[src/rtl/clk_ctrl_pkg.sv]
// ---------------------------------------------------------------------------
// clk_ctrl_pkg
// Shared encodings for the CPU clock divider controller.
//   mode_e       : requested / active clock mode
//   step_state_e : single-step pulse state machine
// ---------------------------------------------------------------------------
package clk_ctrl_pkg;

    typedef enum logic [1:0] {
        MODE_SLOW = 2'b00,
        MODE_FAST = 2'b01,
        MODE_STEP = 2'b10,
        MODE_HALT = 2'b11
    } mode_e;

    typedef enum logic {
        ST_IDLE = 1'b0,
        ST_HIGH = 1'b1
    } step_state_e;

endpackage

[src/rtl/clk_divider_ctrl_step_debounce.sv]
// ---------------------------------------------------------------------------
// step_debounce
// Debounces the raw single-step push-button.
//   clk_in  : board clock
//   rst     : asynchronous active-low reset
//   btn_raw : raw, bouncing, active-high button
//   press   : one-cycle pulse on each accepted 0->1 transition
// Latency from a clean edge on btn_raw to press is 2 + DEB_CYCLES cycles.
// ---------------------------------------------------------------------------
module step_debounce #(
    parameter int DEB_CYCLES = 250000
) (
    input  logic clk_in,
    input  logic rst,
    input  logic btn_raw,
    output logic press
);

    localparam int DW = (DEB_CYCLES > 1) ? $clog2(DEB_CYCLES) : 1;
    localparam logic [DW-1:0] DEB_LAST = DW'(DEB_CYCLES - 1);

    logic          btn_meta_r;
    logic          btn_sync_r;
    logic          level_r;
    logic [DW-1:0] cnt_r;
    logic          press_r;

    logic          differs_s;
    logic          accept_s;
    logic [DW-1:0] cnt_s;
    logic          level_s;
    logic          press_s;

    // Count consecutive synchronised samples that disagree with the accepted level.
    always_comb begin
        differs_s = (btn_sync_r != level_r);
        accept_s  = differs_s && (cnt_r == DEB_LAST);
        cnt_s     = '0;
        level_s   = level_r;
        press_s   = 1'b0;
        if (accept_s) begin
            cnt_s   = '0;
            level_s = btn_sync_r;
            press_s = btn_sync_r;
        end else if (differs_s) begin
            cnt_s   = cnt_r + DW'(1);
        end else begin
            // A sample equal to the accepted level restarts the stability window.
            cnt_s   = '0;
        end
    end

    // Synchroniser, stability counter and registered press pulse.
    always_ff @(posedge clk_in or negedge rst) begin
        if (!rst) begin
            btn_meta_r <= 1'b0;
            btn_sync_r <= 1'b0;
            level_r    <= 1'b0;
            cnt_r      <= '0;
            press_r    <= 1'b0;
        end else begin
            btn_meta_r <= btn_raw;
            btn_sync_r <= btn_meta_r;
            level_r    <= level_s;
            cnt_r      <= cnt_s;
            press_r    <= press_s;
        end
    end

    assign press = press_r;

endmodule

[src/rtl/clk_divider_ctrl.sv]
// ---------------------------------------------------------------------------
// clk_divider_ctrl
// Generates the CPU clock from the board clock with slow/fast run modes,
// debounced single-step and halt. Mode changes only take effect while
// clk_out is low, so no high phase is ever shortened.
//   clk_in      : board clock, all logic on its rising edge
//   rst         : asynchronous active-low reset
//   mode        : requested mode (asynchronous, double-synchronised)
//   step_btn    : raw step push-button
//   clk_out     : divided CPU clock (registered)
//   tick        : one-cycle pulse on the edge clk_out rises
//   edge_cnt    : clk_out rising edges since reset, wrapping
//   active_mode : mode currently in effect
// ---------------------------------------------------------------------------
module clk_divider_ctrl
    import clk_ctrl_pkg::*;
#(
    parameter int          CNT_W      = 32,
    parameter int          HALF_FAST  = 31,
    parameter int          HALF_SLOW  = 2500001,
    parameter int          STEP_HIGH  = 4,
    parameter int          DEB_CYCLES = 250000,
    parameter logic [1:0]  RESET_MODE = 2'b00
) (
    input  logic             clk_in,
    input  logic             rst,
    input  logic [1:0]       mode,
    input  logic             step_btn,
    output logic             clk_out,
    output logic             tick,
    output logic [CNT_W-1:0] edge_cnt,
    output logic [1:0]       active_mode
);

    localparam logic [CNT_W-1:0] FAST_LAST = CNT_W'(HALF_FAST - 1);
    localparam logic [CNT_W-1:0] SLOW_LAST = CNT_W'(HALF_SLOW - 1);
    localparam logic [CNT_W-1:0] STEP_LAST = CNT_W'(STEP_HIGH - 1);

    logic [1:0]       mode_meta_r;
    logic [1:0]       mode_sync_r;
    logic [CNT_W-1:0] cnt_r;
    logic             clk_out_r;
    logic             tick_r;
    logic [CNT_W-1:0] edge_cnt_r;
    logic [1:0]       active_mode_r;
    step_state_e      step_state_r;

    logic [CNT_W-1:0] cnt_s;
    logic             clk_out_s;
    logic             rise_s;
    logic [1:0]       active_mode_s;
    step_state_e      step_state_s;
    logic             mode_diff_s;
    logic [CNT_W-1:0] half_last_s;
    logic             press_s;

    step_debounce #(
        .DEB_CYCLES (DEB_CYCLES)
    ) u_step_debounce (
        .clk_in  (clk_in),
        .rst     (rst),
        .btn_raw (step_btn),
        .press   (press_s)
    );

    // Next-state for divider counter, clk_out level, step FSM and active mode.
    always_comb begin
        cnt_s         = cnt_r;
        clk_out_s     = clk_out_r;
        rise_s        = 1'b0;
        active_mode_s = active_mode_r;
        step_state_s  = step_state_r;
        mode_diff_s   = (mode_sync_r != active_mode_r);
        half_last_s   = (active_mode_r == MODE_FAST) ? FAST_LAST : SLOW_LAST;

        case (active_mode_r)
            MODE_SLOW, MODE_FAST: begin
                step_state_s = ST_IDLE;
                if (clk_out_r) begin
                    if (cnt_r == half_last_s) begin
                        // Falling edge: the only point a high phase may hand over.
                        clk_out_s = 1'b0;
                        cnt_s     = '0;
                        if (mode_diff_s) begin
                            active_mode_s = mode_sync_r;
                        end else begin
                            active_mode_s = active_mode_r;
                        end
                    end else begin
                        cnt_s = cnt_r + CNT_W'(1);
                    end
                end else if (cnt_r == half_last_s) begin
                    // End of low half wins over a late switch request; the
                    // switch then waits for the following falling edge.
                    clk_out_s = 1'b1;
                    cnt_s     = '0;
                    rise_s    = 1'b1;
                end else if (mode_diff_s) begin
                    active_mode_s = mode_sync_r;
                    cnt_s         = '0;
                end else begin
                    cnt_s = cnt_r + CNT_W'(1);
                end
            end

            MODE_STEP: begin
                case (step_state_r)
                    ST_IDLE: begin
                        clk_out_s = 1'b0;
                        cnt_s     = '0;
                        if (mode_diff_s) begin
                            // Leaving step mode discards a coincident press.
                            active_mode_s = mode_sync_r;
                        end else if (press_s) begin
                            step_state_s = ST_HIGH;
                            clk_out_s    = 1'b1;
                            rise_s       = 1'b1;
                        end else begin
                            step_state_s = ST_IDLE;
                        end
                    end
                    ST_HIGH: begin
                        // cnt_r doubles as the high-time counter; presses are ignored here.
                        if (cnt_r == STEP_LAST) begin
                            step_state_s = ST_IDLE;
                            clk_out_s    = 1'b0;
                            cnt_s        = '0;
                            if (mode_diff_s) begin
                                active_mode_s = mode_sync_r;
                            end else begin
                                active_mode_s = active_mode_r;
                            end
                        end else begin
                            cnt_s = cnt_r + CNT_W'(1);
                        end
                    end
                    default: begin
                        step_state_s = ST_IDLE;
                        clk_out_s    = 1'b0;
                        cnt_s        = '0;
                    end
                endcase
            end

            MODE_HALT: begin
                clk_out_s    = 1'b0;
                cnt_s        = '0;
                step_state_s = ST_IDLE;
                if (mode_diff_s) begin
                    active_mode_s = mode_sync_r;
                end else begin
                    active_mode_s = active_mode_r;
                end
            end

            default: begin
                clk_out_s     = 1'b0;
                cnt_s         = '0;
                step_state_s  = ST_IDLE;
                active_mode_s = RESET_MODE;
            end
        endcase
    end

    // Mode synchroniser and all controller state registers.
    always_ff @(posedge clk_in or negedge rst) begin
        if (!rst) begin
            mode_meta_r   <= 2'b00;
            mode_sync_r   <= 2'b00;
            cnt_r         <= '0;
            clk_out_r     <= 1'b0;
            tick_r        <= 1'b0;
            edge_cnt_r    <= '0;
            active_mode_r <= RESET_MODE;
            step_state_r  <= ST_IDLE;
        end else begin
            mode_meta_r   <= mode;
            mode_sync_r   <= mode_meta_r;
            cnt_r         <= cnt_s;
            clk_out_r     <= clk_out_s;
            tick_r        <= rise_s;
            edge_cnt_r    <= edge_cnt_r + CNT_W'(rise_s);
            active_mode_r <= active_mode_s;
            step_state_r  <= step_state_s;
        end
    end

    assign clk_out     = clk_out_r;
    assign tick        = tick_r;
    assign edge_cnt    = edge_cnt_r;
    assign active_mode = active_mode_r;

endmodule

[config.mk]
export PLATFORM = sky130hd
export DESIGN_NAME = clk_divider_ctrl
export DESIGN_NICKNAME = d
export VERILOG_FILES = /design/src/rtl/clk_ctrl_pkg.sv /design/src/rtl/clk_divider_ctrl_step_debounce.sv /design/src/rtl/clk_divider_ctrl.sv
export SDC_FILE = /design/constraint.sdc
export NUM_CORES = 1
export LEC_CHECK = 0
export CORE_AREA = 5 5 110 81
export CTS_CLUSTER_SIZE = 12
export DETAILED_ROUTE_END_ITERATION = 10
export DIE_AREA = 0 0 115 86
export MAX_ROUTING_LAYER = met4
export PLACE_DENSITY = 0.81
export SYNTH_ARGS = -nofsm -noshare
export SYNTH_HDL_FRONTEND = slang
export SYNTH_SLANG_ARGS = --single-unit
[constraint.sdc]
create_clock -name clk_in -period 7.9 [get_ports clk_in]
set_input_delay 0.79 -clock clk_in [delete_from_list [all_inputs] [get_ports clk_in]]
set_output_delay 0.79 -clock clk_in [all_outputs]
set_load 0.01 [all_outputs]
Word level (Yosys, flattened, before mapping)
Index checks and enable logic that the tools add are counted.
{ "totals": {"regBits": 95, "latch_bits": 0, "ram_bits": 0, "romBits": 0, "output_inout_bits": 36, "n_memories": 0} }
{ "op_classes": {"addsub": 3, "mul": 0, "div_mod_pow": 0, "order_cmp": 0, "eq_ne": 11, "n_shift": 0, "muxes": 32, "bitwise": 1, "n_reduce_logical": 5} }
{ "ops": {"columns": ["cell", "count"], "rows": [
  ["2-to-1 mux 32 bit", 5],
  ["one-hot mux 32 bit (3 select lines)", 1],
  ["one-hot mux 32 bit (2 select lines)", 1],
  ["2-to-1 mux 18 bit", 2],
  ["adder 32 x 1 -> 32 bit", 1],
  ["adder 32 x 1 -> 32 bit, second input constant", 1],
  ["equality test 32 x 2 -> 1 bit, second input constant", 1],
  ["equality test 32 x 22 -> 1 bit", 1],
  ["2-to-1 mux 22 bit", 1],
  ["adder 18 x 1 -> 18 bit, second input constant", 1],
  ["equality test 18 bit, second input constant", 1],
  ["2-to-1 mux 1 bit", 10],
  ["2-to-1 mux 2 bit", 5],
  ["inequality test 3 bit, second input constant", 3],
  ["one-hot mux 1 bit (2 select lines)", 4],
  ["one-hot mux 2 bit (3 select lines)", 1],
  ["equality test 2 bit, second input constant", 2],
  ["one-hot mux 2 bit (2 select lines)", 1],
  ["one-hot mux 1 bit (3 select lines)", 1],
  ["AND reduction 3 bit", 1],
  ["OR reduction 3 bit", 1],
  ["equality test 2 x 1 -> 1 bit, second input constant", 1],
  ["logical NOT 2 bit", 1],
  ["inequality test 2 bit", 1],
  ["4 further kinds", 4]
]} }

Logic depth before layout (Yosys ltp)
{ "depth": {"ltp_word": 7, "depth_mapped": 14} }

Modules after synthesis
A second synthesis with hierarchy kept.
{ "unflattened": {"cells_unflattened": 428, "area_unflattened_um2": 4526.8} }
{ "by_module_without_submodules": {"columns": ["mod", "instances", "cells_each", "area_per_inst_um2", "seq_area_each_um2"], "rows": [
  ["clk_divider_ctrl", 1, 325, 3453.3, 1826.8],
  ["step_debounce", 1, 103, 1073.5, 550.5]
]} }

Worst setup path before layout
Ideal clock, no wire load.
{ "synth_timing": {"path_type": "reg-to-reg", "from": "register cnt_r[7]", "to": "register edge_cnt_r[22] (netlist: edge_cnt[22])", "setup_time_ns": 0.080, "t_arrival_ns": 3.191, "slack_ns": 4.629, "stages_incl_launch_ff": 14, "n_path_buf": 0, "period_less_slack_ns": 3.271, "cell_sequence": "dfrtp_1 > or4_4 > nor4_1 > o211ai_1 > nor2_1 > ha_1 > inv_1 > o21ai_0 > ha_1 > ha_1 > nand2_1 > or4_1 > nor3_1 > xnor2_1"} }
{ "synth_via": {"elab_chain_cells": 5} }
{ "synth_rtl": {"columns": ["item", "line", "source"], "rows": [
  ["from (decl)", "clk_divider_ctrl.sv:41", "logic [CNT_W-1:0] cnt_r;"],
  ["from (signal assigned)", "clk_divider_ctrl.sv:179", "cnt_r <= cnt_s;"],
  ["equality test 32 x 22 -> 1 bit", "clk_divider_ctrl.sv:92", "end else if (cnt_r == half_last_s) begin"],
  ["2-to-1 mux 1 bit", "clk_divider_ctrl.sv:92", null],
  ["2-to-1 mux 1 bit", "clk_divider_ctrl.sv:79", "if (clk_out_r) begin"],
  ["one-hot mux 1 bit (2 select lines)", "clk_divider_ctrl.sv:76", "case (active_mode_r)"],
  ["named net rise_s", "clk_divider_ctrl.sv:50", "logic rise_s;"],
  ["adder 32 x 1 -> 32 bit", "clk_divider_ctrl.sv:182", "edge_cnt_r <= edge_cnt_r + CNT_W'(rise_s);"],
  ["to (signal assigned)", "clk_divider_ctrl.sv:182", null],
  ["to (decl)", "clk_divider_ctrl.sv:44", "logic [CNT_W-1:0] edge_cnt_r;"]
]} }
The timed path passes the listed nets, and every way through them passes these cells.
A chain may end at the register's enable or synchronous reset.

Final worst setup path
{ "layout_timing": {"from": "register cnt_r[15]", "to": "register edge_cnt_r[30] (netlist: edge_cnt[30])"} }
The elaborated chain is that of the path after synthesis.

==> results.py <==
metrics = {
    "power": {
        "power.internal_mw": 0.7134,
        "p_comb_share_pct": 2.6,
        "power.share.switching_pct": 20.85,
        "peakVddDrop_v": 0.0001301,
        "power.density_nw_per_um2": 171.8,
        "p_clk_share_pct": 42.7,
        "p_switching_mw": 0.1880,
        "power.total_mw": 0.9014,
        "p_leak_nw": 2.238,
        "seqPwrFrac_pct": 54.7,
    },
    "run_status": {
        "status": "finished clean",
    },
    "timing": {
        "drv_slew": 0,
        "hold_violations": 0,
        "fin_skew_ns": 0.008354,
        "rsz0062_at_grt": "no",
        "layout_min_cycle_time_ns": 3.686,
        "finalSetupTns_ns": 0,
        "hold_ws_ns": 0.2950,
        "max_freq_ghz": 0.2713,
        "finalCritPeriodShare_pct": 46.66,
        "slew_headroom_pct": 28.59,
        "tightest_slew_ns": 1.069,
        "layout_setup_ws_ns": 4.214,
        "setup_viol": 0,
    },
    "clocking": {
        "cts_setup_buffers": 0,
        "cts-htree-levels": 3,
        "cts.sinks": 95,
        "cts_tree": "done",
        "postCtsResizedCells": 0,
        "cts_buffers": 9,
        "cts_root_buf": "clkbuf_8",
        "clockBufferDepth": 2,
        "path_clk_slew_ns": 0.09,
        "hold_buffers": 0,
        "clock_latency_ns": 0.37,
    },
    "worst_setup_path": {
        "crit_path_top_delay_cell": "or4_4",
        "cpMostUsedCell": "ha_1",
        "end_kind": "flip-flop",
        "worstPathRequired_ns": 8.16,
        "critPathMaxFanout": 5,
        "path_cells": "nor4_1 -> nand4_1 -> or4_4 -> nor2_1 -> ha_1 -> inv_1 -> o21ai_0 -> ha_1 -> ha_1 -> nand2_1 -> nor3_1 -> and2_1 -> nand4_1 -> xnor2_1",
        "arrival_ns": 3.95,
        "max_stage_delay_ns": 0.47,
        "path_class": "reg -> reg",
        "critPathLaunchType": "flip-flop",
    },
    "die": {
        "num_rows": 27,
        "die_w_um": 115,
        "initial_core_util_pct": 58.61,
        "die_area_um2": 9890,
        "coreArea_um2": 7702,
        "die-height_um": 86,
        "ios": 41,
    },
    "detailed_routing": {
        "avgRoutedWirePerCell_um": 16.57,
        "firstDrtPassIters": 4,
        "wirelength_um": 9625,
        "route.vias.total": 3365,
        "via_per_inst": 5.792,
        "ant_nets": 0,
        "dr.first_iter.drc_count": 205,
        "drt_drc_violations_left": 0,
    },
    "yosys": {
        "ys_types": 40,
        "ys_warn_count": 0,
        "synth_cells": 433,
        "synth_fp_nets": 444,
        "async_flop_share_pct": 100.0,
        "ys_ff_latch": 95,
        "seq_area_frac_synth_pct": 52.66,
        "synth-edff-count": 0,
        "synthFlopType": "dfrtp_1",
        "syn_area_um2": 4514,
        "synth.avg_cell_area_um2": 10.43,
    },
    "global_route": {
        "grt_pass1_vias": 3312,
        "grt_pass1_wl_um": 16360,
        "grt-ovfl-total": 0,
        "grt_use_total_pct": 21.27,
        "grt_max_degree": 75,
        "antenna_found_initial": 0,
    },
    "finish": {
        "final_layout_size_suffix_gt1_share_pct": 6.458,
        "final_cell_area_um2": 5248,
        "layout.nets": 487,
        "area.growth.synth_to_final_pct": 16.24,
        "final_common_cell": "dfrtp_1",
        "n_antenna_cell": 0,
        "layout_common_cells": "dfrtp_1, xor2_1, nor2_1, clkdlybuf4s50_1, xnor2_1",
    },
    "placement": {
        "io_buffers": 40,
        "dpl.hpwl_um": 6499,
        "place_area_um2": 5004,
        "dp_slack_ns": 4.275,
        "place_congestion": 0.9136,
    },
    "hold_path": {
        "hp-class": "in -> async",
    },
    "flow_run": {
        "maxCapViolCount": 0,
    },
}
## cells by family after synthesis
kind of cell | Yosys count | share of synthesized area, %
AOI/OAI and AO/OA | 44 | 5.599
xor gates and xnor gates | 78 | 15.13
adders and majority gates | 6 | 1.663
buffers and inverters | 24 | 2.522
DFF | 95 | 52.66
muxes | 3 | 0.8037
and+or+nand+nor | 183 | 21.62
## critical path, delay by kind of cell (launching register included)
kind / cells / cell delay [ns]
AND/OR/NAND/NOR: 8 / 2.08
adder cells (fa/ha/maj): 3 / 0.66
flip-flops: 1 / 0.43
AO/OA/AOI/OAI: 1 / 0.21
XOR/XNOR: 1 / 0.14
buffers and inverters: 1 / 0.04
## synth_stat cells (2+ instances only)
cell type | number | share of area, %
a21oi_1 | 32 | 3.5
a21oi_2 | 2 | 0.39
and2_1 | 3 | 0.42
and3_1 | 16 | 2.2
and4_1 | 3 | 0.58
buf_2 | 4 | 0.44
buf_4 | 5 | 0.83
clkbuf_1 | 4 | 0.33
dfrtp_1 | 95 | 53
ha_1 | 6 | 1.7
inv_1 | 11 | 0.91
nand2_1 | 30 | 2.5
nand3_1 | 31 | 3.4
nand3b_1 | 2 | 0.33
nand4_1 | 25 | 3.5
nor2_1 | 39 | 3.2
nor2b_1 | 2 | 0.28
nor3_1 | 9 | 1.0
nor4_1 | 9 | 1.2
nor4b_1 | 3 | 0.58
o21ai_0 | 4 | 0.44
or3_1 | 3 | 0.42
or4_4 | 2 | 0.50
xnor2_1 | 38 | 7.4
xor2_1 | 40 | 7.8
## layout make-up
type                    instances  area (µm²)
flip-flops and latches         95        2377
clock buffers                  10       137.6
fillers                       605        2455
repair buffers                 45       435.4
inverters                      11       41.29
well taps                     101       126.4
clock inverters                 5       106.4
multi-input cells             314        2023
## state kept, by name (all words and copies together), names as in the netlist, 2 cells and up
| name | count |
|---|---|
| mode_sync_r | 2 |
| cnt_r | 32 |
| edge_cnt | 32 |
| mode_meta_r | 2 |
| u_step_debounce.cnt_r | 18 |
| active_mode | 2 |
## per-layer routing
| layer | global-route usage, % | vias to the layer above | part of all wire, % | wire length (µm) |
|---|---|---|---|---|
| met5 | - | - | 0 | 0 |
| met3 | 6.135 | 14 | 4.7 | 450 |
| li1 | - | 1589 | - | - |
| met4 | 6.397 | 0 | 1.5 | 142 |
| met2 | 30.88 | 70 | 46 | 4389 |
| met1 | 29.10 | 1692 | 48 | 4643 |
## per-stage QoR
step / util (%) / instances
finish: 68.13 / 581
global route: 68.13 / 581
CTS: 68.13 / 581
detailed placement: 64.96 / 566
global placement: 64.96 / 566
floorplan: - / 433
## power by group through the flow
stage / logic, mW / registers [mW] / clock network (mW)
floorplan: 0.0101 / 0.502 / 0
global placement: 0.0231 / 0.502 / 0
detailed placement: 0.0241 / 0.503 / 0
CTS: 0.0242 / 0.493 / 0.391
global route: 0.0272 / 0.494 / 0.408
finish: 0.0233 / 0.493 / 0.385
## path summary, 6_finish.rpt
kind	cells past startpoint	slack [ns]	endpoint	start
min	1	0.29	cnt_r[5]$_DFF_PN0_	rst
min reg2reg	0	0.35	mode_sync_r[0]$_DFF_PN0_	mode_meta_r[0]$_DFF_PN0_
max	14	4.21	edge_cnt[30]$_DFF_PN0_	cnt_r[15]$_DFF_PN0_
max in group asynchronous	2	6.43	cnt_r[19]$_DFF_PN0_	rst
max reg2reg	14	4.21	edge_cnt[30]$_DFF_PN0_	cnt_r[15]$_DFF_PN0_
min in group clk_in	0	0.35	mode_sync_r[0]$_DFF_PN0_	mode_meta_r[0]$_DFF_PN0_
No activity file was read; power rests on OpenSTA's default activity.
